### src/rtl/sync_fifo_arb_pkg.sv
// Shared types and default sizing for the FIFO write-port arbiter.
package sync_fifo_arb_pkg;

  typedef enum logic {
    IDLE  = 1'b0,
    BURST = 1'b1
  } arb_state_e;

  localparam int unsigned ARB_NUM_REQ   = 4;
  localparam int unsigned ARB_MAX_BURST = 4;

endpackage

### src/rtl/sync_fifo_wr_arbiter_rr_pick.sv
// Round-robin picker: first set request after last_grant, with wrap-around.
module rr_pick #(
  parameter int unsigned N   = 4,
  parameter int unsigned IDW = $clog2(N)
) (
  input  logic [N-1:0]   req_i,
  input  logic [IDW-1:0] last_grant_i,
  output logic           found_o,
  output logic [IDW-1:0] winner_o
);

  localparam logic [IDW:0] N_W = (IDW+1)'(N);

  logic [IDW-1:0] start;
  logic [2*N-1:0] dbl;
  logic [N-1:0]   rot;
  logic [IDW-1:0] off;
  logic [IDW:0]   sum;

  // Search starts one past the previous winner.
  always_comb begin
    start = (last_grant_i == IDW'(N - 1)) ? '0 : last_grant_i + IDW'(1);
  end

  // Rotate so the first candidate lands at bit 0.
  assign dbl = {req_i, req_i};
  assign rot = N'(dbl >> start);

  // Lowest set bit of the rotated vector.
  always_comb begin
    found_o = 1'b0;
    off     = '0;
    for (int j = int'(N) - 1; j >= 0; j--) begin
      if (rot[j]) begin
        found_o = 1'b1;
        off     = IDW'(j);
      end
    end
  end

  // Undo the rotation modulo N.
  always_comb begin
    sum      = {1'b0, start} + {1'b0, off};
    winner_o = (sum >= N_W) ? IDW'(sum - N_W) : IDW'(sum);
  end

endmodule

### src/rtl/sync_fifo_wr_arbiter.sv
// Round-robin, burst-bounded arbiter sharing one sync_fifo write port.
module sync_fifo_wr_arbiter
  import sync_fifo_arb_pkg::*;
#(
  parameter int unsigned NUM_REQ    = ARB_NUM_REQ,
  parameter int unsigned DATA_WIDTH = 8,
  parameter int unsigned MAX_BURST  = ARB_MAX_BURST,
  parameter int unsigned ID_WIDTH   = $clog2(NUM_REQ),
  parameter int unsigned CNT_WIDTH  = $clog2(MAX_BURST + 1)
) (
  input  logic                          clk,
  input  logic                          reset,
  input  logic [NUM_REQ-1:0]            req_valid,
  input  logic [NUM_REQ*DATA_WIDTH-1:0] req_data,
  output logic [NUM_REQ-1:0]            req_ready,
  input  logic                          fifo_full,
  output logic                          fifo_wr_en,
  output logic [DATA_WIDTH-1:0]         fifo_din,
  output logic                          grant_valid,
  output logic [ID_WIDTH-1:0]           grant_id
);

  arb_state_e          state_q, state_d;
  logic [ID_WIDTH-1:0] owner_q, owner_d;
  logic [ID_WIDTH-1:0] last_grant_q, last_grant_d;
  logic [CNT_WIDTH-1:0] beat_cnt_q, beat_cnt_d;

  logic                pick_found;
  logic [ID_WIDTH-1:0] pick_id;
  logic [ID_WIDTH-1:0] sel;
  logic                accept;

  rr_pick #(
    .N   (NUM_REQ),
    .IDW (ID_WIDTH)
  ) u_rr_pick (
    .req_i        (req_valid),
    .last_grant_i (last_grant_q),
    .found_o      (pick_found),
    .winner_o     (pick_id)
  );

  // Transfer decision: who is selected and whether a beat moves this cycle.
  always_comb begin
    sel    = owner_q;
    accept = 1'b0;
    if (state_q == IDLE) begin
      sel    = pick_id;
      accept = pick_found && !fifo_full;
    end else begin
      accept = req_valid[owner_q] && !fifo_full;
    end
  end

  // State register; reset drops any ownership at once.
  always_ff @(posedge clk or posedge reset) begin
    if (reset) begin
      state_q      <= IDLE;
      owner_q      <= '0;
      last_grant_q <= ID_WIDTH'(NUM_REQ - 1);
      beat_cnt_q   <= '0;
    end else begin
      state_q      <= state_d;
      owner_q      <= owner_d;
      last_grant_q <= last_grant_d;
      beat_cnt_q   <= beat_cnt_d;
    end
  end

  // Next-state: grant from IDLE, count beats, release on drop or burst limit.
  always_comb begin
    state_d      = state_q;
    owner_d      = owner_q;
    last_grant_d = last_grant_q;
    beat_cnt_d   = beat_cnt_q;
    case (state_q)
      IDLE: begin
        if (accept) begin
          if (MAX_BURST == 1) begin
            last_grant_d = sel;
          end else begin
            state_d    = BURST;
            owner_d    = sel;
            beat_cnt_d = CNT_WIDTH'(1);
          end
        end
      end
      BURST: begin
        if (!req_valid[owner_q]) begin
          state_d      = IDLE;
          last_grant_d = owner_q;
          beat_cnt_d   = '0;
        end else if (accept) begin
          if (beat_cnt_q + CNT_WIDTH'(1) == CNT_WIDTH'(MAX_BURST)) begin
            state_d      = IDLE;
            last_grant_d = owner_q;
            beat_cnt_d   = '0;
          end else begin
            beat_cnt_d = beat_cnt_q + CNT_WIDTH'(1);
          end
        end
      end
      default: state_d = IDLE;
    endcase
  end

  // Outputs: zero-latency write path, forced quiet while reset is high.
  always_comb begin
    req_ready   = '0;
    fifo_wr_en  = 1'b0;
    fifo_din    = '0;
    grant_valid = 1'b0;
    grant_id    = '0;
    if (!reset) begin
      if (accept) begin
        req_ready  = NUM_REQ'(1) << sel;
        fifo_wr_en = 1'b1;
        for (int i = 0; i < int'(NUM_REQ); i++) begin
          if (sel == ID_WIDTH'(i)) fifo_din = req_data[i*DATA_WIDTH +: DATA_WIDTH];
        end
      end
      if (state_q == BURST) begin
        grant_valid = 1'b1;
        grant_id    = owner_q;
      end
    end
  end

endmodule

### config.mk
export PLATFORM = sky130hd
export DESIGN_NAME = sync_fifo_wr_arbiter
export DESIGN_NICKNAME = d
export VERILOG_FILES = /design/src/rtl/sync_fifo_arb_pkg.sv /design/src/rtl/sync_fifo_wr_arbiter_rr_pick.sv /design/src/rtl/sync_fifo_wr_arbiter.sv
export SDC_FILE = /design/constraint.sdc
export NUM_CORES = 1
export LEC_CHECK = 0
export ABC_AREA = 1
export CAP_MARGIN = 20
export CORE_UTILIZATION = 43
export DETAILED_ROUTE_END_ITERATION = 8
export GPL_ROUTABILITY_DRIVEN = 0
export PLACE_DENSITY = 0.82
export SLEW_MARGIN = 15
export SYNTH_ARGS = -nofsm -noshare
export SYNTH_HDL_FRONTEND = slang
export SYNTH_HIERARCHICAL = 1
export SYNTH_SLANG_ARGS = --single-unit
### constraint.sdc
create_clock -name clk -period 3.3 [get_ports clk]
set_clock_uncertainty 0.1 [all_clocks]
set_input_delay 0.66 -clock clk [delete_from_list [all_inputs] [get_ports clk]]
set_output_delay 0.66 -clock clk [all_outputs]
set_load 0.01 [all_outputs]
==> results of run 1 <==
cell families after synthesis:
kind of cell,Yosys count,share of synthesized area [%]
simple gates,153,55.9
buf+inv,40,15.8
compound gates,19,9.59
flops,8,15.9
fa+ha+maj,3,2.94
final cells by class:
class / instances / share of cell area [%]
clock buffers: 4 / 1.17
inverters: 35 / 6.40
multi-input cells: 176 / 47.3
flip-flops and latches: 8 / 9.02
well taps: 31 / 1.73
repair buffers: 84 / 34.4
cell usage after synthesis (2+ instances only):
master | instances | area share, %
o21ai_2 | 6 | 4.1
dfstp_2 | 2 | 4.1
nand2_1 | 83 | 24
or2_0 | 2 | 0.98
or2_2 | 4 | 2.0
inv_1 | 31 | 9.1
a21oi_1 | 3 | 1.2
nor2_4 | 4 | 3.5
dfrtp_1 | 6 | 12
o21ai_0 | 6 | 2.3
o21ai_1 | 2 | 0.78
nor2_1 | 20 | 5.9
nand2_4 | 3 | 2.6
inv_6 | 2 | 1.4
nand3_1 | 25 | 9.8
buf_6 | 4 | 3.5
nand3_2 | 3 | 2.3
ha_1 | 3 | 2.9
nand2_2 | 7 | 3.4
final timing paths:
| check | from | cells past startpoint | end | slack (ns) |
|---|---|---|---|---|
| max | last_grant_q[0]$_DFFE_PP1P_ | 21 | fifo_din[4] | -0.21 |
| max reg2reg | last_grant_q[0]$_DFFE_PP1P_ | 13 | beat_cnt_q[0]$_DFFE_PP0P_ | 0.70 |
| min in group asynchronous | reset | 3 | owner_q[1]$_DFFE_PP0P_ | 0.76 |
| min | last_grant_q[1]$_DFFE_PP1P_ | 2 | last_grant_q[1]$_DFFE_PP1P_ | 0.39 |
| min reg2reg | last_grant_q[1]$_DFFE_PP1P_ | 2 | last_grant_q[1]$_DFFE_PP1P_ | 0.39 |
| max in group asynchronous | reset | 3 | last_grant_q[0]$_DFFE_PP1P_ | 2.13 |
worst reg2reg max path, stage by stage (launching register included):
cell and delay, ns:
dfstp_2 0.56, ha_4 0.16, nor2_4 0.07, nand2_2 0.10, nand3_1 0.10, nand2_2 0.12
buf_4 0.11, buf_4 0.08, nand3_1 0.13, buf_4 0.18, nand3_1 0.18, inv_1 0.06
o22ai_1 0.34, o21ai_0 0.17
stage by stage:
step	cell area, µm²	power (mW)
finish	2250	2.61
global route	2250	2.81
CTS	2130	2.24
detailed placement	1960	1.84
global placement	1960	1.81
floorplan	1280	1.38
flip-flops by register name (all words and copies together) (netlist names):
| signal | flops |
|---|---|
| beat_cnt_q | 3 |
| last_grant_q | 2 |
| owner_q | 2 |
| state_q | 1 |
what timing repair did:
item / in CTS / in global routing
cloned: 1 / 0
gates resized for setup: 80 / 22
endpoints found under the setup margin: 13 / 13
hold buffers: 0 / 0
setup buffers: 7 / 3
pin swaps: 22 / 17
report_power, final:
group	total (mW)	internal, mW	switching [mW]	leakage [nW]
logic	2.33	1.02	1.31	1.08
registers	0.209	0.144	0.0654	0.0967
clock network	0.0788	0.0462	0.0326	0.0150
layer usage:
| layer | up-vias | part of all wire (%) | track usage [%] |
|---|---|---|---|
| li1 | 858 | - | - |
| met1 | 822 | 42 | 33.0 |
| met2 | 77 | 50 | 46.1 |
| met3 | 14 | 5.2 | 3.46 |
| met4 | 0 | 2.7 | 10.1 |
| met5 | - | 0 | 0 |
placed cells by master (no fill, tap or decap), types with 7 or more instances in the layout:
master / netlist / routed
nor2_1: 20 / 19
nand3_2: 3 / 11
inv_1: 31 / 27
buf_4: 0 / 21
nand3_1: 25 / 17
nand2_4: 3 / 7
nand2_1: 83 / 67
clkdlybuf4s50_1: 0 / 37
buf_2: 0 / 10
nand2_2: 7 / 17
==> impl_results.md, run 1 <==
- Outcome: complete, but fails checks
- Violated checks: negative setup slack
- Clock Path Buffers: 2
- Top FF cell, synth: dfrtp_1
- F_max: 285 MHz
- Reg area: 203 µm²
- CP max FO: 6
- Critical-path top delay cell: dfstp_2
- Sequential share of the synthesized area: 15.9%
- Post-Layout Cell Count: 338
- Initial Util: 46.0%
- Setup crit start kind: flop
- Ys Warns: 6
- Worst slew pin tran: 0.457 ns
- I/O pin count: 55
- Via-to-Cell Ratio: 5.24
- #FFs+latches synth: 8
- DR vias: 1771
- Netlist cell types: 26
- Placed cell count: 323
- Clock Latency Late Sink: 0.25 ns
- Die width: 56.5 µm
- Worst EP required: 2.54 ns
- Routed len/inst: 13.9 µm
- N_diodes: 0
- Syn_area_per_cell: 5.73 µm²
- CTS Sinks: 8
- TritonCTS buffer count: 3
- CTS tree: built
- Drt initial violations: 146
- Tcrit/Tclk final: 106%
- Global Route Usage Sum: 26.5%
- Area of the multi-input gates: 1060 µm²
- Max H-tree Level: 1
- Type of the worst setup path: flop to primary output
- DIE AREA: 3200 µm²
- RSZ-0062 raised after global routing: true
- Final Util: 80.8%
- Antenna violations before repair: 0
- Crit-path cells: ha_4, inv_2, nand2_4, nand2_4, nand3_2, nand2_2, nor2_4, nand2_1, nand2_2, nand2_1, nand2_1, nand2_2, nand2_4, nand2_8, buf_6, nor2_4, nand2_1, nand4_1, nand2_1, nor2_1, buf_2
- CP delay by family, top: simple AND/OR/NAND/NOR gates
- WL final: 4690 µm
- First-pass GRT wire length: 6840 µm
- Synth Instances: 223
- Number of synthesized flops with an enable pin: 0
- Buf+Inv Stages, Crit Path: 3
- Async SR Flop Fraction: 100%
- VDD IR max: 0.000922 V
- Antenna Violating Nets Remaining: 0
- Final setup vio count: 12
- Die H: 56.5 µm
- Static leakage: 1.19 nW
- Crit path time final: 3.51 ns
- Nets: 350
- Endpoint type of the worst setup path: primary output
- Layout Area Growth over Synthesis: 75.7%
- Post-place setup slack: -0.663 ns
- Synthesized area: 1280 µm²
- First-pass iteration count of the detailed router: 4
- Layout cells sized above 1: 36.2%
- Grt ovf: 0
- Clock transition at path regs: 0.05 ns
- Max-slew violation count: 0
- Cell area power density: 1160 nW/µm²
- Root buf cell: clkbuf_4
- PortBufs: 54
- MaxCap Viol Count: 0
- Core Area: 2780 µm²
- Row cnt: 19
- Final hold vios: 0
- Fill cells: 174
- Hold WS: 0.391 ns
- Drt drc: 0
- Worst slew margin: 69.5%
- WP data arrival: 2.75 ns
- Vias in the first global route: 1644
- Delay of the slowest critical-path stage: 0.56 ns
- Worst setup margin: -0.214 ns
- Setup TNS Final: -1.71 ns
- Worst Hold Class: flop to flop
- Pin count of the biggest net entering global routing: 13
- Syn Nets: 265
- DP Wirelength: 2850 µm
- Most Frequent Cell on Critical Path: nand2_1
Power figures use the tool's default switching activity.
==> run 2: changes to the inputs <==
--- a/config.mk
+++ b/config.mk
@@ -7,10 +7,11 @@
 export LEC_CHECK = 0
 export ABC_AREA = 1
 export CAP_MARGIN = 20
-export CORE_UTILIZATION = 43
+export CORE_UTILIZATION = 44
+export CTS_BUF_LIST = sky130_fd_sc_hd__clkbuf_4 sky130_fd_sc_hd__clkbuf_8
 export DETAILED_ROUTE_END_ITERATION = 8
 export GPL_ROUTABILITY_DRIVEN = 0
-export PLACE_DENSITY = 0.82
+export PLACE_DENSITY = 0.84
 export SLEW_MARGIN = 15
 export SYNTH_ARGS = -nofsm -noshare
 export SYNTH_HDL_FRONTEND = slang
==> impl_results.md, run 2 (synthesis results as in run 1) <==
- Outcome: complete, but fails checks
- Violated checks: negative setup slack
- Critical-path top delay cell: dfstp_2
- Origin of the critical flop-to-flop path: last_grant_q[0]$_DFFE_PP1P_
- Buf+Inv Stages, Crit Path: 3 (unchanged)
- Most common cell after layout, fill and taps aside: nand2_1
- Tcrit/Tclk final: 104% (-2.1 points)
- Total chip power: 2.46 mW (-5.8%)
- Clock transition at path regs: 0.05 ns (about the same)
- Clock Latency Late Sink: 0.26 ns (about the same)
- RSZ-0062 raised after global routing: true
- Crit-path cells: ha_4, inv_2, nand2_4, nand2_1, nand3_2, nand2_2, nor2_4, nand2_2, nand2_2, nand2_1, nand2_2, nand2_4, nand2_4, nand2_8, buf_12, nor2_4, nand2_1, nand3_1, o21ai_1, nor2_1, buf_2
- Placed cell count: 322 (-0.31%)
- Worst slew margin: 71.6% (+2.1 points)
- Via-to-Cell Ratio: 5.05 (-3.7%)
- Drt initial violations: 159 (+8.9%)
- CTS Sinks: 8 (unchanged)
- Max H-tree Level: 1 (unchanged)
- I/O pin count: 55 (unchanged)
- Row cnt: 19 (unchanged)
- F_max: 290 MHz (+2.0%)
- Delay of the slowest critical-path stage: 0.56 ns (about the same)
- CP max FO: 5 (-1)
- Max-slew violation count: 0 (unchanged)
- CTS tree: built
- Reg with most FFs: beat_cnt_q
- PortBufs: 54 (unchanged)
- Switching share of power: 52.8% (-0.95 points)
- Worst slew pin tran: 0.425 ns (-0.0318 ns)
- Post-Layout Cell Count: 339 (+0.30%)
- Type of the worst setup path: flop to primary output
- Final setup vio count: 9 (-3)
- Antenna violations before repair: 0 (unchanged)
- Clock Path Buffers: 2 (unchanged)
- Layout Area Growth over Synthesis: 72.5%
- Endpoint type of the worst setup path: primary output
- Worst setup margin: -0.145 ns (+0.0696 ns)
- Initial Util: 46.4% (+0.40 points)
- Final Util: 80.0% (-0.80 points)
- Most Frequent Cell on Critical Path: nand2_2
- First-pass GRT wire length: 6540 µm (-4.4%)
- Hold Path Origin: last_grant_q[1]$_DFFE_PP1P_
- Die width: 55.9 µm (-1.1%)
- Crit path time final: 3.44 ns (-0.0696 ns)
- WP data arrival: 2.68 ns (-0.07 ns)
- DIE AREA: 3130 µm² (-2.2%)
- Worst setup path startpoint: last_grant_q[0]$_DFFE_PP1P_
- Die H: 55.9 µm (-1.1%)
- TritonCTS buffer count: 3 (unchanged)
- Worst EP required: 2.54 ns (about the same)
- Regs by FF count: beat_cnt_q: 3 flops, last_grant_q: 2 flops, owner_q: 2 flops
- Max reg flops: 3 (unchanged)
- Commonest non-fill, non-tap cells in the layout: nand2_1 (70), clkdlybuf4s50_1 (37), inv_1 (28)
- Global Route Usage Sum: 25.7% (-0.85 points)
- Vias in the first global route: 1542 (-6.2%)
- WL final: 4210 µm (-10%)
- Clock network power share: 3.6% (+0.6 points)
- CP delay by family, top: simple AND/OR/NAND/NOR gates
- Seq pwr share: 8.4% (+0.4 points)
- N_diodes: 0 (unchanged)
- VDD IR max: 0.00103 V (+12%)
- Grt ovf: 0 (unchanged)
- Combinational group share of total power: 87.9% (-1.1 points)
- Nets: 351 (+0.29%)
- Core Area: 2760 µm² (-0.85%)
- P_int: 1.16 mW (-3.9%)
- Pin count of the biggest net entering global routing: 15 (+2)
- Antenna Violating Nets Remaining: 0 (unchanged)
- Layout cells sized above 1: 34.1% (-2.1 points)
- Routed len/inst: 12.4 µm (-10%)
- DP Wirelength: 2770 µm (-2.7%)
- Cell area power density: 1120 nW/µm² (-4.1%)
- Setup crit start kind: flop
- First-pass iteration count of the detailed router: 4 (unchanged)
- MaxCap Viol Count: 0 (unchanged)
- Static leakage: 1.18 nW (-0.85%)
- Setup TNS Final: -1.00 ns (+0.710 ns)
- Drt drc: 0 (unchanged)
- Worst Hold Class: flop to flop
- Net Sw Power: 1.30 mW (-7.5%)
- DR vias: 1711 (-3.4%)
- Root buf cell: clkbuf_4
- Final hold vios: 0 (unchanged)
- Hold Buf Count CTS: 0 (unchanged)
- Hold WS: 0.389 ns (-0.00273 ns)
==> run 2: cell types whose count changed in the layout (fill, tap and decap cells not counted), moves of 2 or more <==
cell     before  now
nand3_2      11    7
buf_4        21   24
nand2_1      67   70
nand2_2      17   14
nand3_1      17   20
inv_2         5    3
==> run 2: cell type report <==
class | instances | area [µm²]
fill | 186 | 552
clock buffer | 4 | 30.0
sequential | 8 | 203
timing repair buffer | 86 | 766
tap | 31 | 38.8
multi-input combinational | 175 | 1020
inverter | 35 | 145
==> run 2: final timing paths <==
check | end | slack [ns] | depth (start not counted)
max in group asynchronous | last_grant_q[0]$_DFFE_PP1P_ | 2.12 | 3
worst max register to register | beat_cnt_q[0]$_DFFE_PP0P_ | 0.79 | 12
worst min register to register | last_grant_q[1]$_DFFE_PP1P_ | 0.39 | 2
worst min-delay path | last_grant_q[1]$_DFFE_PP1P_ | 0.39 | 2
worst max-delay path | fifo_din[3] | -0.14 | 21
min in group asynchronous | owner_q[1]$_DFFE_PP0P_ | 0.76 | 3
==> run 2: power groups by stage <==
stage               logic (mW)  registers, mW  clock network (mW)
floorplan                 1.20          0.176                   0
global placement          1.65          0.196                   0
detailed placement        1.68          0.199                   0
CTS                       1.93          0.204              0.0931
global route              2.35          0.214              0.0978
finish                    2.16          0.208              0.0893
==> run 2: tightest hold or removal path, cell delays in order, from the launching register on <==
cell	delay, ns
dfstp_2	0.38
nand2_1	0.06
nand2_1	0.04
==> run 2: stage by stage <==
| step | area [µm²] | setup slack, ns |
|---|---|---|
| 2_1_floorplan | 1280 | 0.228 |
| 3_3_place_gp | 1970 | -0.646 |
| 3_5_place_dp | 1970 | -0.683 |
| 4_1_cts | 2080 | -0.109 |
| 5_1_grt | 2210 | -0.325 |
| 6_report | 2210 | -0.145 |
==> run 2: repair_timing <==
action | 4_1_cts | 5_1_grt
buffers inserted | 5 | 8
pin swaps | 18 | 14
endpoints found under the setup margin | 13 | 13
gates resized for setup | 75 | 21
==> run 2: per-layer routing <==
metal	vias to the layer above	share of wire [%]	track usage (%)
li1	860	-	-
met1	796	44	33.2
met2	44	50	44.4
met3	11	3.4	1.86
met4	0	2.3	10.5
met5	-	0	0
